## src/rtl/rec_pkg.sv

```systemverilog
// Shared types for the record serializer: packed record layout, beat tags, FSM states.
package rec_pkg;

  localparam int REC_WIDTH  = 52;
  localparam int BEAT_WIDTH = 16;

  typedef struct packed {
    logic [9:0]  a;
    logic [9:0]  aa;
    logic [31:0] aaa;
  } rec_t;

  typedef enum logic [1:0] {
    TAG_HDR = 2'd0,
    TAG_AUX = 2'd1,
    TAG_LO  = 2'd2,
    TAG_HI  = 2'd3
  } tag_t;

  typedef enum logic [2:0] {
    S_IDLE,
    S_HDR,
    S_AUX,
    S_LO,
    S_HI
  } state_t;

endpackage

```

## src/rtl/rec_serializer.sv

```systemverilog
// Captures one 52-bit record per handshake and streams it out as tagged 16-bit beats
// (HDR, optional AUX, LO, HI), counting records whose final beat was accepted.
module rec_serializer
  import rec_pkg::*;
#(
  parameter bit SKIP_ZERO_AUX = 1'b0,
  parameter int CNT_WIDTH     = 8
) (
  input  logic                  i_clk,
  input  logic                  i_rst_n,
  input  logic                  i_valid,
  output logic                  o_ready,
  input  logic [REC_WIDTH-1:0]  i_rec,
  output logic                  o_valid,
  input  logic                  i_ready,
  output logic [1:0]            o_tag,
  output logic [BEAT_WIDTH-1:0] o_data,
  output logic                  o_last,
  output logic [CNT_WIDTH-1:0]  o_count
);

  state_t state;
  rec_t   rec_q;
  tag_t   tag;
  logic   rec_acc;
  logic   beat_acc;

  // Accepting in S_HI only when the HI beat leaves keeps back-to-back records bubble-free.
  assign o_ready  = (state == S_IDLE) || ((state == S_HI) && i_ready);
  assign o_valid  = (state != S_IDLE);
  assign rec_acc  = i_valid && o_ready;
  assign beat_acc = o_valid && i_ready;

  always_ff @(posedge i_clk or negedge i_rst_n) begin
    if (!i_rst_n) begin
      state   <= S_IDLE;
      rec_q   <= '0;
      o_count <= '0;
    end else begin
      if (rec_acc) rec_q <= i_rec;
      case (state)
        S_IDLE: if (rec_acc) state <= S_HDR;
        S_HDR:
          if (beat_acc) state <= (SKIP_ZERO_AUX && (rec_q.aa == '0)) ? S_LO : S_AUX;
        S_AUX:  if (beat_acc) state <= S_LO;
        S_LO:   if (beat_acc) state <= S_HI;
        S_HI:
          if (beat_acc) begin
            state   <= rec_acc ? S_HDR : S_IDLE;
            o_count <= o_count + CNT_WIDTH'(1);
          end
        default: state <= S_IDLE;
      endcase
    end
  end

  // Beat fields come only from state and rec_q, so they stay put under backpressure.
  always_comb begin
    tag    = TAG_HDR;
    o_data = '0;
    o_last = 1'b0;
    case (state)
      S_HDR: begin
        tag    = TAG_HDR;
        o_data = {6'b0, rec_q.a};
      end
      S_AUX: begin
        tag    = TAG_AUX;
        o_data = {6'b0, rec_q.aa};
      end
      S_LO: begin
        tag    = TAG_LO;
        o_data = rec_q.aaa[15:0];
      end
      S_HI: begin
        tag    = TAG_HI;
        o_data = rec_q.aaa[31:16];
        o_last = 1'b1;
      end
      default: ;
    endcase
  end

  assign o_tag = tag;

endmodule

```

## config.mk

```make
export PLATFORM = sky130hd
export DESIGN_NAME = rec_serializer
export DESIGN_NICKNAME = d
export VERILOG_FILES = /design/src/rtl/rec_pkg.sv /design/src/rtl/rec_serializer.sv
export SDC_FILE = /design/constraint.sdc
export NUM_CORES = 1
export LEC_CHECK = 0
export ABC_AREA = 1
export CAP_MARGIN = 20
export CORE_ASPECT_RATIO = 0.9
export CORE_UTILIZATION = 48
export DETAILED_ROUTE_END_ITERATION = 8
export PLACE_DENSITY = 0.86
export SLEW_MARGIN = 20
export SYNTH_ARGS = -nofsm -noshare
export SYNTH_HDL_FRONTEND = slang
export SYNTH_SLANG_ARGS = --single-unit
```

## constraint.sdc

```tcl
create_clock -name i_clk -period 1.79 [get_ports i_clk]
set_input_delay 0.358 -clock i_clk [delete_from_list [all_inputs] [get_ports i_clk]]
set_output_delay 0.358 -clock i_clk [all_outputs]
set_load 0.1 [all_outputs]
```

==> results_tabular.tex <==
\begin{tabular}{lr}
\hline
Metric & Value \\
\hline
\multicolumn{2}{l}{\textbf{Run status}} \\
Result of the run & finished with violations \\
Violations in the final reports & negative setup slack \\
\multicolumn{2}{l}{\textbf{Synth}} \\
Synth Net Count & 410 \\
Top cells by area, synth & sky130\_fd\_sc\_hd\_\_dfrtp\_1 51\%, sky130\_fd\_sc\_hd\_\_nand2\_1 10\%, sky130\_fd\_sc\_hd\_\_inv\_1 7.8\% \\
Synthesized cell area & 3090 µm² \\
Cells after Synth & 353 \\
Share of async-settable or async-resettable flops after synthesis & 100\% \\
Complex-gate fraction of the synthesized area & 16.2\% \\
Yosys synthesis warning count & 0 \\
Area fraction of the dominant cell type after synthesis & 51.0\% \\
Area share of fa/ha/maj cells after synthesis & 0.404\% \\
Portion of netlist area occupied by mux cells & 0\% \\
Post-synthesis share of cell area spent on xor and xnor gates & 0.849\% \\
Basic-gate share of the synthesized area counting and, or, nand and nor cells & 18.5\% \\
Post-Syn Area per Cell & 8.77 µm² \\
EDFF count, synth & 0 \\
Fraction of the yosys area taken by sequential cells & 51.0\% \\
Total of flip-flops plus latches after synthesis & 63 \\
Most area-hungry cell type in the Yosys netlist & sky130\_fd\_sc\_hd\_\_dfrtp\_1 \\
Number of distinct library cells after synthesis & 27 \\
Dominant combinational cell family by area after synthesis & simple AND/OR/NAND/NOR gates \\
Dominant register cell in the synthesized netlist & sky130\_fd\_sc\_hd\_\_dfrtp\_1 \\
\multicolumn{2}{l}{\textbf{STA}} \\
Minimum clock period after layout & 2.22 ns \\
Worst Tran Pin Value & 0.473 ns \\
Fin. max-slew vios & 0 \\
Highest clock frequency the design can meet & 0.450 GHz \\
Fin Clk Skew & 0.00811 ns \\
Count of final setup violators & 72 \\
Crit share post-route & 124\% \\
Worst Slack Setup Final & -0.434 ns \\
Number of hold-slack violations in the final timing report & 0 \\
Unrepaired setup endpoints after global routing & yes \\
Worst slew margin relative to its limit & 68.4\% \\
\multicolumn{2}{l}{\textbf{GRT}} \\
Wire length of the first global-routing pass & 13700 µm \\
Vias in the first global route & 2818 \\
Pin count of the biggest net entering global routing & 75 \\
GRT Total Usage & 26.9\% \\
Overflow left after global routing & 0 \\
Initial antenna violation count & 0 \\
\multicolumn{2}{l}{\textbf{Pwr}} \\
Total power & 11.7 mW \\
Clock network power share & 11.8\% \\
Power per cell area & 2250 nW/µm² \\
Switch Pwr & 5.70 mW \\
Worst voltage drop across the vdd grid & 2.47 mV \\
Leakage Power & 2.34 nW \\
Internal Power & 5.95 mW \\
Combinational group share of total power & 67.6\% \\
Switching part of the total power & 48.9\% \\
Share of power burned in registers & 20.7\% \\
\multicolumn{2}{l}{\textbf{Floorplan}} \\
Die width & 86.6 µm \\
CORE AREA & 6180 µm² \\
Number of top-level pins & 85 \\
Initial cell density of the core & 50.1\% \\
Std cell rows & 27 \\
Die outline area & 6770 µm² \\
Chip height & 78.2 µm \\
\multicolumn{2}{l}{\textbf{Finish}} \\
Antenna Cells & 0 \\
Most common library cell in the layout ignoring fill and taps & sky130\_fd\_sc\_hd\_\_nand2\_1 \\
Register area & 1580 µm² \\
Area of the multi-input gates & 1400 µm² \\
Relative area change from synthesis to final layout & 67.1\% \\
Most frequent cells in the layout & 79 x sky130\_fd\_sc\_hd\_\_nand2\_1, 62 x sky130\_fd\_sc\_hd\_\_inv\_1, 61 x sky130\_fd\_sc\_hd\_\_dfrtp\_1 \\
Share of final-layout standard cells stronger than drive strength 1 & 32.4\% \\
\# nets final & 527 \\
Filler instances & 308 \\
\multicolumn{2}{l}{\textbf{Clock network}} \\
Clock Root Buffer & sky130\_fd\_sc\_hd\_\_clkbuf\_8 \\
Clock buffer count from CTS & 9 \\
Number of clock sinks & 63 \\
TritonCTS clock tree & yes \\
Maximum level of the CTS H-tree & 3 \\
Clk buf depth & 2 \\
Register clock-pin slew on the reported worst setup and hold paths & 0.08 ns \\
Clk\_lat worst skew & 0.36 ns \\
\multicolumn{2}{l}{\textbf{Setup path}} \\
Startpoint-to-endpoint class of the critical path & register to output port \\
Data arrival at the endpoint of the critical path & 1.87 ns \\
CP Capture Type & output port \\
Crit path launch type & register \\
CP max FO & 6 \\
Required @ worst endpoint & 1.43 ns \\
\multicolumn{2}{l}{\textbf{Drt}} \\
Final antenna-violating net count & 0 \\
Number of detailed-routing iterations run before antenna repair & 5 \\
Post-detailed-route DRC marker count & 0 \\
Routed via count & 3051 \\
Via count normalized by instance count & 5.43 \\
Wirelength per Cell & 18.0 µm \\
DR iter-0 viols & 240 \\
Total Routed Length & 10100 µm \\
\multicolumn{2}{l}{\textbf{Placed design}} \\
Post-Place Worst Slack & -0.0194 ns \\
Port-buffer cells & 84 \\
Final RePlAce weighted congestion & 0.802 \\
Estimated wirelength of the detail-placed design & 5130 µm \\
\multicolumn{2}{l}{\textbf{Job}} \\
Number of violations of the max-capacitance limit & 0 \\
\multicolumn{2}{l}{\textbf{Hold path}} \\
Type of the worst min-delay path & primary input to async pin \\
\hline
\end{tabular}
==> area by class of cell <==
type                    instances  area share [%]
inverters                      65            4.86
multi-input cells             209            27.2
clock buffers                   9            2.40
repair buffers                122            31.2
well taps                      87            2.11
clock inverters                 7            1.69
flip-flops and latches         63            30.5
==> power by group through the flow <==
stage	Clock, mW	Combinational, mW	Sequential, mW
floorplan	0	4.13	2.60
CTS	1.35	7.18	2.35
global route	1.45	8.18	2.45
global placement	0	6.37	2.34
finish	1.37	7.87	2.41
detailed placement	0	6.47	2.37
==> path summary, 6_finish.rpt <==
kind | start | end | slack [ns] | cells past startpoint
min in group i_clk | rec_q[9]$_DFFE_PN0P_ | rec_q[9]$_DFFE_PN0P_ | 0.53 | 2
min reg2reg | rec_q[9]$_DFFE_PN0P_ | rec_q[9]$_DFFE_PN0P_ | 0.53 | 2
min | i_rst_n | rec_q[21]$_DFFE_PN0P_ | 0.0004 | 2
max | state[2]$_DFFE_PN0P_ | o_data[1] | -0.43 | 8
max reg2reg | state[1]$_DFFE_PN0P_ | rec_q[5]$_DFFE_PN0P_ | -0.20 | 10
max in group asynchronous | i_rst_n | state[0]$_DFFE_PN0P_ | 1.37 | 2
==> state kept, by name (all words and copies together), names as in the netlist <==
signal / flops
o_count: 8
rec_q: 52
state: 3
==> cells in the mapped netlist, types with 2 or more instances <==
| cell type | count |
|---|---|
| sky130_fd_sc_hd__buf_4 | 3 |
| sky130_fd_sc_hd__nand3_1 | 6 |
| sky130_fd_sc_hd__o21ai_2 | 12 |
| sky130_fd_sc_hd__o21ai_0 | 33 |
| sky130_fd_sc_hd__o22ai_1 | 27 |
| sky130_fd_sc_hd__nor2_1 | 4 |
| sky130_fd_sc_hd__buf_8 | 6 |
| sky130_fd_sc_hd__inv_1 | 64 |
| sky130_fd_sc_hd__xnor2_1 | 2 |
| sky130_fd_sc_hd__dfrtp_1 | 63 |
| sky130_fd_sc_hd__nor2_4 | 2 |
| sky130_fd_sc_hd__nand3b_1 | 2 |
| sky130_fd_sc_hd__o21ai_1 | 9 |
| sky130_fd_sc_hd__or2_1 | 10 |
| sky130_fd_sc_hd__nand4_1 | 4 |
| sky130_fd_sc_hd__buf_2 | 3 |
| sky130_fd_sc_hd__nand2_2 | 8 |
| sky130_fd_sc_hd__clkbuf_1 | 3 |
| sky130_fd_sc_hd__buf_6 | 2 |
| sky130_fd_sc_hd__nand2_1 | 83 |
==> per-stage QoR <==
step	hold slack, ns	util (%)	area (µm²)	cells	TNS [ns]
2_1_floorplan	0.0624	-	3190	353	-0.544
3_3_place_gp	0.382	71.5	4420	522	0
3_5_place_dp	0.392	71.5	4420	522	-0.0194
4_1_cts	0.0243	79.6	4920	548	-4.99
5_1_grt	0.0293	83.6	5170	562	-14.70
6_report	0.000398	83.6	5170	562	-12.60
==> worst max-delay path, cell delays in order, from the launching register on <==
cell,delay [ns]
sky130_fd_sc_hd__dfrtp_1,0.45
sky130_fd_sc_hd__buf_6,0.16
sky130_fd_sc_hd__inv_4,0.06
sky130_fd_sc_hd__nand3b_1,0.11
sky130_fd_sc_hd__buf_6,0.16
sky130_fd_sc_hd__buf_12,0.14
sky130_fd_sc_hd__o22ai_4,0.10
sky130_fd_sc_hd__or2_4,0.16
sky130_fd_sc_hd__buf_12,0.17
==> per-layer routing <==
layer	up-vias	wire length [µm]	global-route usage (%)
li1	1361	-	-
met1	1489	3910	34.0
met2	172	5220	46.0
met3	29	706	4.21
met4	0	254	11.2
met5	-	0	0
==> timing repair <==
action | CTS | global route
endpoints found under the setup margin | 21 | 23
pin swaps | 12 | 14
hold buffers | 0 | 0
buffers inserted | 8 | 12
gates resized for setup | 43 | 36
cloned | 2 | 4
==> kinds of logic after synthesis <==
| group | count (synthesis) |
|---|---|
| and+or+nand+nor | 122 |
| AOI/OAI and AO/OA | 82 |
| buffers and inverters | 82 |
| DFF | 63 |
| xor gates and xnor gates | 3 |
| adders and majority gates | 1 |
Power figures use the tool's default switching activity.
